**src/rtl/seq_packetizer.sv**
```systemverilog
// Serialises one parallel message into a header/sequence/payload word stream.
// Optional SEQ_GAP_INJECT_EN adds a seqSkip input that deliberately skips one sequence number.
module seq_packetizer #(
  parameter int NUM_STREAMS = 32,
  parameter int MAX_PAYLOAD = 37
) (
  input  logic                       clk,
  input  logic                       reset,
  input  logic [0:8*MAX_PAYLOAD-1]   msgIn,
  input  logic [5:0]                 msgIn_len,
  input  logic [15:0]                msgIn_stream,
  input  logic                       msgIn_val,
`ifdef SEQ_GAP_INJECT_EN
  input  logic                       seqSkip,
`endif
  output logic                       msgIn_ready,
  output logic [31:0]                dataOut,
  output logic                       dataOut_val,
  input  logic                       dataOut_ready,
  output logic                       dataOut_last,
  output logic                       badLen
);

  localparam int IDXW = $clog2(NUM_STREAMS);
  localparam int NW   = (MAX_PAYLOAD + 3) / 4;
  localparam int BUFW = 32 * NW;
  localparam int IW   = $clog2(NW + 1);

  typedef enum logic [1:0] {
    S_IDLE,
    S_HDR,
    S_SEQ,
    S_DATA
  } state_t;

  state_t            r_state;
  state_t            w_next;
  logic [31:0]       r_tab [NUM_STREAMS];
  logic [0:BUFW-1]   r_buf;
  logic [0:BUFW-1]   w_mask;
  logic [5:0]        r_len;
  logic [15:0]       r_stream;
  logic [31:0]       r_seq;
  logic [31:0]       w_seq;
  logic [IW-1:0]     r_idx;
  logic [IW-1:0]     r_last;
  logic [IW-1:0]     w_nlast;
  logic [6:0]        w_nw;
  logic              r_bad;
  logic              w_acc;
  logic              w_legal;
  logic              w_skip;
  logic [IDXW-1:0]   w_tidx;
  logic [15:0]       w_tot;
  logic              w_is_last;

`ifdef SEQ_GAP_INJECT_EN
  assign w_skip = seqSkip;
`else
  assign w_skip = 1'b0;
`endif

  assign w_acc     = msgIn_val && (r_state == S_IDLE);
  assign w_legal   = (msgIn_len != 6'd0) &&
                     (int'(msgIn_len) <= MAX_PAYLOAD);
  assign w_tidx    = msgIn_stream[IDXW-1:0];
  assign w_seq     = r_tab[w_tidx] + {31'd0, w_skip};
  assign w_nw      = ({1'b0, msgIn_len} + 7'd3) >> 2;
  assign w_nlast   = IW'(w_nw - 7'd1);
  assign w_tot     = {10'd0, r_len} + 16'd8;
  assign w_is_last = (r_idx == r_last);
  assign badLen    = r_bad;

  // Zero bytes past len at capture so the tail word needs no masking later
  always_comb begin
    w_mask = '0;
    for (int k = 0; k < MAX_PAYLOAD; k++) begin
      if (k < int'(msgIn_len))
        w_mask[8*k +: 8] = msgIn[8*k +: 8];
    end
  end

  always_ff @(posedge clk or posedge reset) begin
    if (reset) begin
      r_state <= S_IDLE;
    end else begin
      r_state <= w_next;
    end
  end

  always_ff @(posedge clk or posedge reset) begin
    if (reset) begin
      for (int i = 0; i < NUM_STREAMS; i++)
        r_tab[i] <= 32'd1;
      r_buf    <= '0;
      r_len    <= '0;
      r_stream <= '0;
      r_seq    <= '0;
      r_idx    <= '0;
      r_last   <= '0;
      r_bad    <= 1'b0;
    end else begin
      r_bad <= w_acc && !w_legal;
      if (w_acc && w_legal) begin
        r_buf         <= w_mask;
        r_len         <= msgIn_len;
        r_stream      <= msgIn_stream;
        r_seq         <= w_seq;
        r_tab[w_tidx] <= w_seq + 32'd1;
        r_idx         <= '0;
        r_last        <= w_nlast;
      end else if (r_state == S_DATA && dataOut_ready && !w_is_last) begin
        r_idx <= r_idx + 1'b1;
      end
    end
  end

  always_comb begin
    w_next       = r_state;
    msgIn_ready  = 1'b0;
    dataOut      = '0;
    dataOut_val  = 1'b0;
    dataOut_last = 1'b0;
    unique case (r_state)
      S_IDLE: begin
        msgIn_ready = 1'b1;
        if (w_acc && w_legal)
          w_next = S_HDR;
      end
      S_HDR: begin
        dataOut_val = 1'b1;
        dataOut = {w_tot[7:0], w_tot[15:8],
                   r_stream[7:0], r_stream[15:8]};
        if (dataOut_ready)
          w_next = S_SEQ;
      end
      S_SEQ: begin
        dataOut_val = 1'b1;
        dataOut = {r_seq[7:0], r_seq[15:8],
                   r_seq[23:16], r_seq[31:24]};
        if (dataOut_ready)
          w_next = S_DATA;
      end
      S_DATA: begin
        dataOut_val  = 1'b1;
        dataOut      = r_buf[32*int'(r_idx) +: 32];
        dataOut_last = w_is_last;
        if (dataOut_ready && w_is_last)
          w_next = S_IDLE;
      end
      default: w_next = S_IDLE;
    endcase
  end

endmodule

```
**config.mk**
```make
export PLATFORM = sky130hd
export DESIGN_NAME = seq_packetizer
export DESIGN_NICKNAME = d
export VERILOG_FILES = /design/src/rtl/seq_packetizer.sv
export SDC_FILE = /design/constraint.sdc
export NUM_CORES = 2
export LEC_CHECK = 0
export BUFFER_PORTS_ARGS = -buffer_cell sky130_fd_sc_hd__buf_2
export CAP_MARGIN = 0
export CORE_AREA = 2 2 547 441
export DETAILED_ROUTE_END_ITERATION = 10
export DIE_AREA = 0 0 549 443
export GPL_TIMING_DRIVEN = 0
export MAX_ROUTING_LAYER = met4
export SETUP_SLACK_MARGIN = 0.05
export SYNTH_ARGS = -nofsm -noshare
export SYNTH_HDL_FRONTEND = slang
export SYNTH_SLANG_ARGS = --single-unit
```
**constraint.sdc**
```tcl
create_clock -name clk -period 138.9 [get_ports clk]
set_input_delay 41.67 -clock clk [delete_from_list [all_inputs] [get_ports clk]]
set_output_delay 41.67 -clock clk [all_outputs]
set_load 0.02 [all_outputs]
```
==> results.py <==
metrics = {
    "timing": {
        "tightest_slew_ns": 1.658,
        "slew_viol_final": 442,
        "finalCritPeriodShare_pct": 34.74,
        "min_period_ns": 48.26,
        "finClkSkew_ns": 0.05275,
        "fin_ws_ns": 90.64,
        "holdWs_ns": 0.4607,
        "rsz0062_at_grt": "false",
        "setup_tns_ns": 0,
        "max_freq_ghz": 0.02072,
        "setup_viol": 0,
        "finalHoldViolCount": 0,
        "slew_headroom_pct": -10.53,
    },
    "critical_path": {
        "r2r_slack_ns": 132.80,
        "crit_slowest_cell": "nor4_1",
        "crit_path_max_incr_delay_ns": 1.11,
        "crit_fanout": 10,
        "crit_top_cell": "buf_2",
        "reg2reg_depth": 12,
        "worstReg2RegStart": "r_tab[288]",
        "reg2reg_to": "r_tab[478]",
        "required_ns": 139.63,
        "path_class": "in -> reg",
        "crit_path_end_kind": "flop",
        "endpoint": "r_tab[505]",
        "worstPathArrival_ns": 48.99,
        "path_cells": "buf_2, buf_2, nand4bb_1, buf_2, buf_2, buf_1, o22ai_1, nor4_1, nand2_1, and4b_1, and4_1, buf_2, clkbuf_1, buf_2, a211o_1, nand3_1",
        "cp-start-kind": "input pin",
        "timing.critical_path.from": "msgIn_stream[3]",
    },
    "yosys": {
        "synth_edf_count": 0,
        "synth-xor-area-share_pct": 0.2776,
        "yosys_warnings": 0,
        "synth_cells": 6523,
        "synth_top_area_share_pct": 51.11,
        "yosysUniqueCellTypes": 64,
        "yosys-top-cells-area": "dfrtp_1, nand2_1, mux2i_1",
        "syn_nets": 6853,
        "synth_compound_area_share_pct": 13.17,
        "synth_top_family_by_area": "simple AND/OR/NAND/NOR gates",
        "synthArstFlopShare_pct": 100.0,
        "synth_adder_area_share_pct": 0.1511,
        "yosysTopAreaCell": "dfrtp_1",
        "synth-simple-area-share_pct": 15.76,
        "synth_ff_type": "dfrtp_1",
        "muxShareOfSynthArea_pct": 13.86,
        "synth-seq-cells": 1385,
        "avgSynthCellArea_um2": 10.16,
        "syn_area_um2": 66250,
        "seq_area_frac_synth_pct": 52.38,
    },
    "global_route": {
        "grt_pass1_wl_mm": 483.6,
        "grt_pass1_vias": 58430,
        "grt_max_degree": 135,
        "antenna_found_initial": 49,
        "grt_util_all_layers_pct": 29.56,
        "overflow": 0,
    },
    "placement": {
        "preCtsSetupSlack_ns": 90.20,
        "gp_congestion": 1.096,
        "hpwlAfterDp_mm": 256.8,
        "port_buffers": 355,
        "dpl.cell_count": 10080,
    },
    "die": {
        "core_um2": 238500,
        "dieArea_um2": 243200,
        "initial_utilization_pct": 27.78,
        "io_pins": 358,
        "die_x_um": 549,
        "rows": 161,
        "dieHeight_um": 443,
    },
    "final_layout": {
        "fillCellCount": 24650,
        "seq_area_um2": 34700,
        "final_nets": 7389,
        "syn2layout_area_growth_pct": 17.32,
        "drive_above_1_share_pct": 16.19,
        "instances_no_fill": 10390,
        "multi_input_area_um2": 28670,
    },
    "clocking": {
        "cts_tree": "yes",
        "clkTransAtPathRegs_ns": 0.06,
        "cts_sinks": 1385,
        "clk_path_buf_depth": 3,
        "clk_latency_ns": 0.83,
        "cts_setup_buffers": 0,
        "htreeDepth": 4,
        "cts-root-buf": "clkbuf_16",
        "ctsHoldBuffers": 0,
        "post_cts_resized": 0,
        "cts_made_buffers": 151,
    },
    "status": {
        "outcome": "finished with violations",
        "violations": "capacitance limit, slew limit",
    },
    "routing": {
        "drc_errors": 0,
        "ant_nets": 0,
        "wl_per_cell_um": 34.60,
        "vias_per_cell": 5.934,
        "dr.pass1.iters": 8,
        "drt_wl_total_mm": 359.5,
        "via_count": 61660,
        "dr.first_iter.drc_count": 10280,
    },
    "pwr": {
        "power_mw": 1.128,
        "power_leakage_nw": 35.12,
        "p_per_area_nw_per_um2": 14.52,
        "peakVddDrop_uv": 10.54,
    },
    "hold_path": {
        "hp-class": "reg -> reg",
    },
    "job": {
        "drv_cap": 43,
    },
}
-- layout by cell type (no fill, tap or decap), types with 26 or more instances in the layout --
cell type,Yosys,final
a211o_1,128,128
a22o_1,40,40
buf_1,75,59
buf_2,96,465
buf_4,40,41
clkbuf_1,431,452
clkbuf_16,0,154
clkbuf_8,0,29
clkinv_2,0,26
dfrtp_1,1353,1353
dfstp_2,32,32
diode_2,0,37
mux2_2,192,192
mux2i_1,521,521
mux4_2,80,80
nand2_1,1609,1609
nand3_1,384,384
nand4_1,136,136
nor2_1,119,119
nor4_1,47,43
o21ai_0,244,244
o22ai_1,248,248
o31ai_1,450,450
o31ai_2,30,30
-- Yosys cell counts (all sizes together), types with 7 or more instances --
| cell type | n |
|---|---|
| a211o | 128 |
| a21oi | 18 |
| a222oi | 22 |
| a22o | 40 |
| a22oi | 18 |
| a31oi | 17 |
| and2 | 12 |
| and4 | 8 |
| buf | 228 |
| clkbuf | 431 |
| dfrtp | 1353 |
| dfstp | 32 |
| ha | 8 |
| inv | 13 |
| mux2 | 192 |
| mux2i | 521 |
| mux4 | 80 |
| nand2 | 1609 |
| nand2b | 8 |
| nand3 | 384 |
| nand4 | 137 |
| nor2 | 119 |
| nor3 | 11 |
| nor4 | 53 |
| o21ai | 256 |
| o22ai | 248 |
| o31ai | 480 |
| or4 | 24 |
| xnor2 | 7 |
| xor2 | 14 |
-- flip-flops by register name, summed over array words and instances, names as in the netlist --
register and count:
r_buf 296, r_len 6, r_idx 4, r_stream 16
r_last 4, r_tab 1024, r_state 2, r_seq 32
badLen 1
-- worst max-delay path: cells and delay by family --
kind | cells | cell delay (ns)
and+or+nand+nor | 6 | 2.54
buffers and inverters | 8 | 4.09
AOI/OAI and AO/OA | 2 | 0.61
-- layer usage --
metal / GRT usage (%) / vias to the layer above / wire [um]
met5: - / - / 0
met4: 13.67 / 0 / 19450
met3: 11.79 / 979 / 50240
met2: 39.04 / 4499 / 143600
met1: 39.01 / 31690 / 146200
li1: - / 24490 / -
-- how the worst min path moves through the flow --
stage	end	slack [ns]	start	depth (start not counted)
floorplan	r_buf[192]	0.43	r_buf[192]	2
global placement	r_buf[56]	0.45	r_buf[56]	2
detailed placement	r_buf[230]	0.45	r_buf[230]	2
CTS	r_buf[68]	0.47	r_buf[68]	2
global route	r_buf[186]	0.48	r_buf[186]	2
finish	r_buf[168]	0.46	r_buf[168]	2
-- power breakdown --
| group | internal, mW | switching, mW | leakage (nW) |
|---|---|---|---|
| registers | 0.454 | 0.0328 | 18.8 |
| clock network | 0.233 | 0.185 | 2.44 |
| logic | 0.0723 | 0.151 | 13.9 |
-- stage by stage --
| step | cell area, um^2 | util, % |
|---|---|---|
| after global placement | 72000 | 30.19 |
| final | 77720 | 32.59 |
| after CTS | 77480 | 32.48 |
| after detailed placement | 72530 | 30.41 |
| after floorplan | 66250 | - |
| after global routing | 77710 | 32.58 |
-- cell type report --
type / count / share of cell area (%)
repair buffers: 383 / 3.036
diodes: 37 / 0.1191
multi-input cells: 4466 / 36.89
flip-flops and latches: 1385 / 44.65
well taps: 3178 / 5.116
clock buffers: 221 / 5.628
plain buffers: 659 / 3.749
inverters: 13 / 0.07245
clock inverters: 49 / 0.7422
-- logic make-up after synthesis --
family          after synthesis
compound gates             1241
mux                         793
xor+xnor                     21
buf+inv                     672
simple gates               2403
flops                      1385
fa+ha+maj                     8
(Power assumes the default switching activity.)
